==> src/rtl/csr_file_irq.sv <==
// csr_file_irq: machine-mode CSR file with synchronised interrupt lines, direct/vectored mtvec and
// registered trap/mret fetch redirect. Define CSR_COUNTERS_EN to build the 64-bit mcycle/minstret.
module csr_file_irq #(
   parameter int unsigned     XLEN        = 32,
   parameter logic [XLEN-1:0] HART_ID     = '0,
   parameter logic [XLEN-1:0] MTVEC_RESET = '0,
   parameter int unsigned     SYNC_STAGES = 2
) (
   input  logic            clk,
   input  logic            rst,
   input  logic [11:0]     raddr,
   output logic [XLEN-1:0] rdata,
   output logic            rd_illegal,
   input  logic [11:0]     waddr,
   input  logic [XLEN-1:0] wdata,
   input  logic            csr_w,
   input  logic [1:0]      csr_wsc_mode,
   input  logic            trap,
   input  logic [XLEN-1:0] trap_cause,
   input  logic [XLEN-1:0] trap_pc,
   input  logic [XLEN-1:0] trap_tval,
   input  logic            mret,
   input  logic            instr_retire,
   input  logic            irq_ext,
   input  logic            irq_timer,
   input  logic            irq_soft,
   output logic            irq_req,
   output logic [4:0]      irq_code,
   output logic            redirect_valid,
   output logic [XLEN-1:0] redirect_pc,
   output logic [XLEN-1:0] mstatus
);

   localparam logic [11:0] A_MSTATUS   = 12'h300;
   localparam logic [11:0] A_MISA      = 12'h301;
   localparam logic [11:0] A_MIE       = 12'h304;
   localparam logic [11:0] A_MTVEC     = 12'h305;
   localparam logic [11:0] A_MSCRATCH  = 12'h340;
   localparam logic [11:0] A_MEPC      = 12'h341;
   localparam logic [11:0] A_MCAUSE    = 12'h342;
   localparam logic [11:0] A_MTVAL     = 12'h343;
   localparam logic [11:0] A_MIP       = 12'h344;
   localparam logic [11:0] A_MHARTID   = 12'hF14;
   localparam logic [11:0] A_MCYCLE    = 12'hB00;
   localparam logic [11:0] A_MCYCLEH   = 12'hB80;
   localparam logic [11:0] A_MINSTRET  = 12'hB02;
   localparam logic [11:0] A_MINSTRETH = 12'hB82;
   localparam logic [XLEN-1:0] MIE_MASK = 32'h0000_0888;

   logic                   mie_bit_q, mie_bit_d, mpie_q, mpie_d;
   logic [XLEN-1:0]        mie_q, mie_d, mtvec_q, mtvec_d, mscratch_q, mscratch_d;
   logic [XLEN-1:0]        mepc_q, mepc_d, mcause_q, mcause_d, mtval_q, mtval_d;
   logic [SYNC_STAGES-1:0] ext_sync_q, ext_sync_d, tmr_sync_q, tmr_sync_d, sw_sync_q, sw_sync_d;
   logic                   redirect_valid_q, redirect_valid_d;
   logic [XLEN-1:0]        redirect_pc_q, redirect_pc_d;
`ifdef CSR_COUNTERS_EN
   logic [63:0]            mcycle_q, mcycle_d, minstret_q, minstret_d;
`else
   logic                   unused_retire;
   assign unused_retire = instr_retire;
`endif

   logic [XLEN-1:0] mstatus_w, mip_w, pend_w, wval, mtvec_base;
   logic [XLEN:0]   rd_rd, wr_rd;
   logic            do_w;

   assign mstatus_w = {{(XLEN-13){1'b0}}, 2'b11, 3'b000, mpie_q, 3'b000, mie_bit_q, 3'b000};

   always_comb begin
      mip_w     = '0;
      mip_w[11] = ext_sync_q[SYNC_STAGES-1];
      mip_w[7]  = tmr_sync_q[SYNC_STAGES-1];
      mip_w[3]  = sw_sync_q[SYNC_STAGES-1];
   end

   // Returns {illegal, data} for one CSR address.
   function automatic logic [XLEN:0] csr_read(input logic [11:0] addr);
      logic [XLEN:0] r;
      r = '0;
      case (addr)
         A_MSTATUS:  r[XLEN-1:0] = mstatus_w;
         A_MISA:     r[XLEN-1:0] = 32'h4000_0100;
         A_MIE:      r[XLEN-1:0] = mie_q;
         A_MTVEC:    r[XLEN-1:0] = mtvec_q;
         A_MSCRATCH: r[XLEN-1:0] = mscratch_q;
         A_MEPC:     r[XLEN-1:0] = mepc_q;
         A_MCAUSE:   r[XLEN-1:0] = mcause_q;
         A_MTVAL:    r[XLEN-1:0] = mtval_q;
         A_MIP:      r[XLEN-1:0] = mip_w;
         A_MHARTID:  r[XLEN-1:0] = HART_ID;
`ifdef CSR_COUNTERS_EN
         A_MCYCLE:    r[XLEN-1:0] = mcycle_q[31:0];
         A_MCYCLEH:   r[XLEN-1:0] = mcycle_q[63:32];
         A_MINSTRET:  r[XLEN-1:0] = minstret_q[31:0];
         A_MINSTRETH: r[XLEN-1:0] = minstret_q[63:32];
`else
         A_MCYCLE, A_MCYCLEH, A_MINSTRET, A_MINSTRETH: r = '0;
`endif
         default:    r[XLEN] = 1'b1;
      endcase
      return r;
   endfunction

   assign rd_rd      = csr_read(raddr);
   assign rdata      = rd_rd[XLEN-1:0];
   assign rd_illegal = rd_rd[XLEN];
   assign wr_rd      = csr_read(waddr);
   assign do_w       = csr_w & ~trap & ~mret;
   assign mtvec_base = {mtvec_q[XLEN-1:2], 2'b00};

   always_comb begin
      case (csr_wsc_mode)
         2'b10:   wval = wr_rd[XLEN-1:0] | wdata;
         2'b11:   wval = wr_rd[XLEN-1:0] & ~wdata;
         default: wval = wdata;
      endcase
   end

   always_comb begin
      ext_sync_d       = (ext_sync_q << 1) | SYNC_STAGES'(irq_ext);
      tmr_sync_d       = (tmr_sync_q << 1) | SYNC_STAGES'(irq_timer);
      sw_sync_d        = (sw_sync_q << 1) | SYNC_STAGES'(irq_soft);
      mie_bit_d        = mie_bit_q;
      mpie_d           = mpie_q;
      mie_d            = mie_q;
      mtvec_d          = mtvec_q;
      mscratch_d       = mscratch_q;
      mepc_d           = mepc_q;
      mcause_d         = mcause_q;
      mtval_d          = mtval_q;
      redirect_valid_d = trap | mret;
      redirect_pc_d    = redirect_pc_q;
      if (trap) begin
         mepc_d    = {trap_pc[XLEN-1:2], 2'b00};
         mcause_d  = trap_cause;
         mtval_d   = trap_tval;
         mpie_d    = mie_bit_q;
         mie_bit_d = 1'b0;
         // Vectored mode only offsets interrupts; exceptions land on the base.
         if (mtvec_q[0] && trap_cause[XLEN-1])
            redirect_pc_d = mtvec_base + {{(XLEN-7){1'b0}}, trap_cause[4:0], 2'b00};
         else
            redirect_pc_d = mtvec_base;
      end else if (mret) begin
         mie_bit_d     = mpie_q;
         mpie_d        = 1'b1;
         redirect_pc_d = mepc_q;
      end else if (do_w) begin
         case (waddr)
            A_MSTATUS: begin
               mie_bit_d = wval[3];
               mpie_d    = wval[7];
            end
            A_MIE:      mie_d      = wval & MIE_MASK;
            A_MTVEC:    mtvec_d    = {wval[XLEN-1:2], wval[1] ? mtvec_q[1:0] : wval[1:0]};
            A_MSCRATCH: mscratch_d = wval;
            A_MEPC:     mepc_d     = {wval[XLEN-1:2], 2'b00};
            A_MCAUSE:   mcause_d   = wval;
            A_MTVAL:    mtval_d    = wval;
            default:    ;
         endcase
      end
   end

`ifdef CSR_COUNTERS_EN
   // A write to either half replaces that counter's increment for the cycle.
   always_comb begin
      mcycle_d   = mcycle_q + 64'd1;
      minstret_d = instr_retire ? minstret_q + 64'd1 : minstret_q;
      if (do_w) begin
         case (waddr)
            A_MCYCLE:    mcycle_d   = {mcycle_q[63:32], wval};
            A_MCYCLEH:   mcycle_d   = {wval, mcycle_q[31:0]};
            A_MINSTRET:  minstret_d = {minstret_q[63:32], wval};
            A_MINSTRETH: minstret_d = {wval, minstret_q[31:0]};
            default:     ;
         endcase
      end
   end

   always_ff @(posedge clk or posedge rst) begin
      if (rst) begin
         mcycle_q   <= '0;
         minstret_q <= '0;
      end else begin
         mcycle_q   <= mcycle_d;
         minstret_q <= minstret_d;
      end
   end
`endif

   always_ff @(posedge clk or posedge rst) begin
      if (rst) begin
         mie_bit_q        <= 1'b1;
         mpie_q           <= 1'b1;
         mie_q            <= MIE_MASK;
         mtvec_q          <= MTVEC_RESET;
         mscratch_q       <= '0;
         mepc_q           <= '0;
         mcause_q         <= '0;
         mtval_q          <= '0;
         ext_sync_q       <= '0;
         tmr_sync_q       <= '0;
         sw_sync_q        <= '0;
         redirect_valid_q <= 1'b0;
         redirect_pc_q    <= '0;
      end else begin
         mie_bit_q        <= mie_bit_d;
         mpie_q           <= mpie_d;
         mie_q            <= mie_d;
         mtvec_q          <= mtvec_d;
         mscratch_q       <= mscratch_d;
         mepc_q           <= mepc_d;
         mcause_q         <= mcause_d;
         mtval_q          <= mtval_d;
         ext_sync_q       <= ext_sync_d;
         tmr_sync_q       <= tmr_sync_d;
         sw_sync_q        <= sw_sync_d;
         redirect_valid_q <= redirect_valid_d;
         redirect_pc_q    <= redirect_pc_d;
      end
   end

   assign pend_w         = mip_w & mie_q;
   assign irq_req        = mie_bit_q & (|pend_w);
   assign irq_code       = !irq_req  ? 5'd0  :
                           pend_w[11] ? 5'd11 :
                           pend_w[3]  ? 5'd3  : 5'd7;
   assign redirect_valid = redirect_valid_q;
   assign redirect_pc    = redirect_pc_q;
   assign mstatus        = mstatus_w;

endmodule

==> config.mk <==
export PLATFORM = sky130hd
export DESIGN_NAME = csr_file_irq
export DESIGN_NICKNAME = d
export VERILOG_FILES = /design/src/rtl/csr_file_irq.sv
export SDC_FILE = /design/constraint.sdc
export NUM_CORES = 1
export LEC_CHECK = 0
export ABC_AREA = 0
export ABC_CLOCK_PERIOD_IN_PS = 22100
export CAP_MARGIN = 5
export CORE_MARGIN = 2
export CORE_UTILIZATION = 45
export DETAILED_ROUTE_END_ITERATION = 6
export PLACE_DENSITY = 0.76
export SETUP_SLACK_MARGIN = 0.4
export SYNTH_ARGS = -nofsm -noshare
export SYNTH_HDL_FRONTEND = slang
export SYNTH_SLANG_ARGS = --single-unit
==> constraint.sdc <==
create_clock -name clk -period 22.1 [get_ports clk]
set_input_delay 5.525 -clock clk [delete_from_list [all_inputs] [get_ports clk]]
set_output_delay 5.525 -clock clk [all_outputs]
set_load 0.02 [all_outputs]
==> reports/qor.yml, run 1 <==
switching_share_pct: 28.8
dieArea_um2: 28400
tightest_slew_ns: 1.10
status: "complete, no violations"
ctsHoldBuffers: 0
ant_nets: 0
post_cts_buffers: 0
die_x_um: 169
p_clk_share_pct: 36.5
clk_latency_ns: 0.45
finalCritPeriodShare_pct: 63.4
core-area_um2: 26800
yosys_warnings: 0
synth-edff-count: 0
peakVddDrop_uv: 36.6
wl_per_cell_um: 24.4
ios: 267
critPathKind: "in2out"
cts_resized: 0
die_y_um: 169
syn_area_per_cell_um2: 9.37
cts_tree: "done"
cp-end-kind: "output pin"
p_switching_uw: 251
rsz0062_at_grt: "no"
htree_levels: 4
grt_pass1_vias: 11800
min_period_ns: 14.01
leakage_uw: 0.00608
num-nets-final: 1621
io_buffers: 230
setup-tns-final_ns: 0
synth_top_flop_cell: "dfrtp_1"
fin_util_pct: 56.3
dp_hpwl_mm: 28.3
clock_path_buffers: 2
ys_seq_elements: 199
start_kind: "primary input"
grt_overflow: 0
async_reset_ff_share_pct: 100
power.density_nw_per_um2: 57.6
grt_antenna_before_repair: 0
internal-power_uw: 619
placed_area_um2: 14500
finalSetupViolations: 0
maxCapViolations: 0
skew_ns: 0.00990
max_freq_mhz: 71.4
vias: 12000
synth_cell_types: 73
drc: 0
drtPass1Iterations: 5
drv_slew: 0
cp_max_fo: 28
antenna_cells: 0
power_frac_seq_pct: 46.7
finalWirelength_mm: 44.1
drive_above_1_share_pct: 6.76
start_util_pct: 45.5
finalInstanceArea_um2: 15100
yosysSeqAreaShare_pct: 40.9
holdWs_ns: 0.359
synthCells: 1301
root_buffer: "clkbuf_16"
hp-class: "reg2reg"
gr-usage-all-layers_pct: 30.7
std_cell_rows: 60
grt_pass1_wl_mm: 67.6
slew_headroom_pct: 26.3
first_iter_violations: 1339
clkSlewWorstSetupHoldPaths_ns: 0.08
avgViaCountPerCell: 6.65
syn_area_um2: 12200
grt_max_degree: 128
clock_sinks: 199
arrival_ns: 8.48
hold_viol_final: 0
gp_congestion: 0.849
worstPathRequired_ns: 16.58
cts_buffers: 17
area_delta_synth_final_pct: 23.8
pwr-share-comb_pct: 16.9
worst max-delay path, cell delays in order:
cell             delay (ns)
clkdlybuf4s50_1        0.49
nor4_4                 0.41
nand4b_1               0.36
nor3_4                 0.23
buf_4                  0.45
o2bb2ai_1              0.17
a221o_1                0.20
clkdlybuf4s50_1        0.64
per-stage QoR:
step | cells | total power [µW] | worst slack (ns)
after CTS | 1806 | 868 | 8.16
final | 1806 | 870 | 8.09
after detailed placement | 1774 | 556 | 8.15
after global placement | 1774 | 552 | 8.19
after global routing | 1806 | 898 | 8.03
after floorplan | 1332 | 491 | 9.64
power groups by stage:
stage | registers [µW] | clock network [µW] | logic (µW)
after floorplan | 410 | 0 | 81.4
after global placement | 411 | 0 | 141
after detailed placement | 412 | 0 | 145
after CTS | 405 | 318 | 145
after global routing | 408 | 331 | 158
final | 406 | 317 | 147
kinds of logic after synthesis:
logic type                 after synthesis  synth area share, %
AOI/OAI and AO/OA                      553                 31.9
muxes                                   76                 6.42
other                                    2               0.0616
DFF                                    199                 40.9
buffers and inverters                  168                 6.83
adders and majority gates                6                0.677
xor gates and xnor gates                10                0.719
and+or+nand+nor                        287                 12.5
layer usage:
| metal | vias up | global-route usage (%) | wire (µm) |
|---|---|---|---|
| met5 | - | 0 | 0 |
| met4 | 0 | 10.4 | 1220 |
| met3 | 109 | 8.39 | 5290 |
| met2 | 827 | 47.8 | 19800 |
| met1 | 5830 | 41.6 | 17800 |
| li1 | 5240 | - | - |
path summary, 6_finish.rpt:
check                                              from                    endpoint  slack, ns  cells after the start
worst max-delay path                           raddr[4]                   rdata[31]       8.09                      8
worst max register to register   mtvec_q[3]$_DFFE_PP0P_  redirect_pc[7]$_DFFE_PP0N_      19.34                      6
max in group asynchronous                           rst  redirect_pc[7]$_DFFE_PP0N_      14.84                      3
worst min register to register  tmr_sync_q[0]$_DFF_PP0_     tmr_sync_q[1]$_DFF_PP0_       0.36                      0
worst min-delay path            tmr_sync_q[0]$_DFF_PP0_     tmr_sync_q[1]$_DFF_PP0_       0.36                      0
min in group asynchronous                           rst      mtval_q[5]$_DFFE_PP0P_       5.62                      2
cells in the final DEF, fill, tap and decap left out, types with 26 or more instances in the layout:
cell / count
buf_4: 26
conb_1: 33
o21ai_0: 176
nand2_1: 145
a22oi_1: 98
nor2b_1: 31
a221o_1: 53
mux2i_1: 68
a21oi_1: 27
dfrtp_1: 194
a211oi_1: 33
clkdlybuf4s50_1: 226
o2bb2ai_1: 48
cell type report:
cell class	instances	area (µm²)
fillers	2368	11700
multi-input cells	965	6560
flip-flops and latches	199	4990
repair buffers	255	2470
clock buffers	20	467
well taps	341	427
clock inverters	12	118
inverters	14	60.1
cells in the mapped netlist, types with 14 or more instances:
cell type  count  area (µm²)
nand3_1       17        85.1
a31oi_1       17         106
mux2i_1       68         681
a211oi_1      33         248
o2bb2ai_1     48         420
o21ai_0      176         881
a41o_1        24         240
a221o_1       53         531
buf_4         41         308
nand2_1      145         544
buf_2         26         130
clkbuf_1      83         312
nor2_1        17        63.8
dfrtp_1      194        4850
a21oi_1       27         135
o21ai_1       22         110
inv_1         14        52.6
a22oi_1       98         736
nor2b_1       31         194
sequential cells by signal, indices dropped and copies added (netlist names):
| signal | count |
|---|---|
| mcause_q | 32 |
| redirect_pc | 30 |
| mscratch_q | 32 |
| redirect_valid | 1 |
| mpie_q | 1 |
| mepc_q | 30 |
| tmr_sync_q | 2 |
| mie_q | 3 |
| sw_sync_q | 2 |
| ext_sync_q | 2 |
| mie_bit_q | 1 |
| mtvec_q | 31 |
| mtval_q | 32 |
(Power assumes the default switching activity.)
==> run 2, diff against run 1 <==
--- a/config.mk
+++ b/config.mk
@@ -6,12 +6,12 @@
 export NUM_CORES = 1
 export LEC_CHECK = 0
 export ABC_AREA = 0
-export ABC_CLOCK_PERIOD_IN_PS = 22100
+export ABC_CLOCK_PERIOD_IN_PS = 12050
 export CAP_MARGIN = 5
 export CORE_MARGIN = 2
 export CORE_UTILIZATION = 45
 export DETAILED_ROUTE_END_ITERATION = 6
-export PLACE_DENSITY = 0.76
+export PLACE_DENSITY = 0.79
 export SETUP_SLACK_MARGIN = 0.4
 export SYNTH_ARGS = -nofsm -noshare
 export SYNTH_HDL_FRONTEND = slang
==> constraint.sdc (replaced) <==
create_clock -name clk -period 12.05 [get_ports clk]
set_input_delay 3.0125 -clock clk [delete_from_list [all_inputs] [get_ports clk]]
set_output_delay 3.0125 -clock clk [all_outputs]
set_load 0.02 [all_outputs]
==> run 2 against run 1 <==
First-iteration DRC count grew 11%. Flip-flop and latch count unchanged. Design area barely moved. Clock power rose by 85%. Sequential power up 83%. Combinational power rose by 83%. Clock-buffer cell count grew 1. Clock skew is 0.00066 ns lower. Routed wire length fell by 0.32%. Global-route usage grew 0.11 points. Critical endpoint unchanged. Highest routed layer unchanged.
==> reports/qor.yml, run 2 (synthesized netlist as in run 1, its figures left out) <==
hp-class: "reg2reg"
avgViaCountPerCell: 6.70
clock_path_buffers: 2
max_freq_mhz: 112
std_cell_rows: 60
first_iter_violations: 1488
min_period_ns: 8.94
leakage_uw: 0.00607
slew_headroom_pct: 20.2
hold_viol_final: 0
start_kind: "primary input"
start_util_pct: 45.5
root_buffer: "clkbuf_16"
status: "complete, no violations"
grt_overflow: 0
worstPathRequired_ns: 9.04
ctsHoldBuffers: 0
post_cts_buffers: 0
layout_common_cells: "clkdlybuf4s50_1, dfrtp_1, o21ai_0, nand2_1, a22oi_1"
dieArea_um2: 28400
cp-end-kind: "output pin"
clkSlewWorstSetupHoldPaths_ns: 0.08
cts_buffers: 17
area_delta_synth_final_pct: 23.8
maxCapViolations: 0
largestRegisters: "mcause_q (32), mscratch_q (32), mtval_q (32)"
tightest_slew_ns: 1.20
cts_tree: "done"
drc: 0
drv_slew: 0
ios: 267
grt_antenna_before_repair: 1
io_buffers: 230
core-area_um2: 26800
rsz0062_at_grt: "no"
finalSetupViolations: 0
wl_per_cell_um: 24.3
cp_max_fo: 28
place_ws_ns: 3.19
grt_max_degree: 128
num-nets-final: 1621
fin_util_pct: 56.3
die_y_um: 169
clk_latency_ns: 0.44
critPathKind: "in2out"
fin_ws_ns: 3.11
finalCritPeriodShare_pct: 74.2
htree_levels: 4
gr-usage-all-layers_pct: 30.8
grt_pass1_wl_mm: 68.0
die_x_um: 169
gp_congestion: 0.860
cts_resized: 0
finalWirelength_mm: 43.9
drive_above_1_share_pct: 6.56
clock_sinks: 199
power.density_nw_per_um2: 106
peakVddDrop_uv: 74.2
skew_ns: 0.00924
vias: 12100
setup-tns-final_ns: 0
drtPass1Iterations: 6
dp_hpwl_mm: 28.9
grt_pass1_vias: 11900
arrival_ns: 5.93
ant_nets: 0
final_common_cell: "clkdlybuf4s50_1"
-- run 2: cell types whose count changed in the layout (fill, tap and decap cells not counted), sizes merged --
cell / delta
clkinvlp: +1
bufinv: +1
clkbuf: +1
clkinv: -3
inv: -1
diode: +1
-- run 2: worst paths after layout --
path                                        startpoint                     endpoint  slack (ns)  depth (start not counted)
worst min register to register  sw_sync_q[0]$_DFF_PP0_       sw_sync_q[1]$_DFF_PP0_        0.36                          0
max in group asynchronous                          rst     mcause_q[24]$_DFFE_PP0P_        7.33                          3
min in group asynchronous                          rst      mcause_q[5]$_DFFE_PP0P_        3.14                          2
worst max register to register  mtvec_q[2]$_DFFE_PP0P_  redirect_pc[24]$_DFFE_PP0N_        9.33                          8
worst max-delay path                          raddr[4]                    rdata[31]        3.11                          8
worst min-delay path            sw_sync_q[0]$_DFF_PP0_       sw_sync_q[1]$_DFF_PP0_        0.36                          0
-- run 2: stage by stage --
stage | area [µm²] | hold WS, ns | total power (µW) | std cells
6_report | 15100 | 0.359 | 1600 | 1806
4_1_cts | 15100 | 0.361 | 1600 | 1805
3_3_place_gp | 14500 | 0.338 | 1010 | 1774
5_1_grt | 15100 | 0.366 | 1660 | 1805
3_5_place_dp | 14500 | 0.336 | 1020 | 1774
2_1_floorplan | 12300 | 0.331 | 900 | 1332
-- run 2: power by group --
part           leakage [µW]  internal [µW]  total [µW]  switching (µW)
clock              0.000276            318         587             269
combinational       0.00327            123         269             145
sequential          0.00253            706         745            39.3
-- run 2: layer usage --
layer | vias up | GRT usage [%] | routed length (µm) | share of wire [%]
li1 | 5264 | - | - | -
met1 | 5870 | 41.9 | 17800 | 41
met2 | 847 | 47.9 | 19800 | 45
met3 | 115 | 7.39 | 4920 | 11
met4 | 0 | 11.9 | 1370 | 3.1
met5 | - | 0 | 0 | 0
-- run 2: worst max-delay path: stages --
cell and delay, ns:
clkdlybuf4s50_1 0.48, nor4_4 0.40, nand4b_1 0.36, nor3_4 0.23, buf_4 0.46, o2bb2ai_1 0.17, a221o_1 0.19, clkdlybuf4s50_1 0.62
-- run 2: layout make-up --
type | instances | area (µm²)
antenna | 1 | 2.50
clock inverter | 10 | 119
timing repair buffer | 255 | 2470
multi-input combinational | 965 | 6560
sequential | 199 | 4990
fill | 2325 | 11700
inverter | 14 | 60.1
clock buffer | 21 | 460
tap | 341 | 427
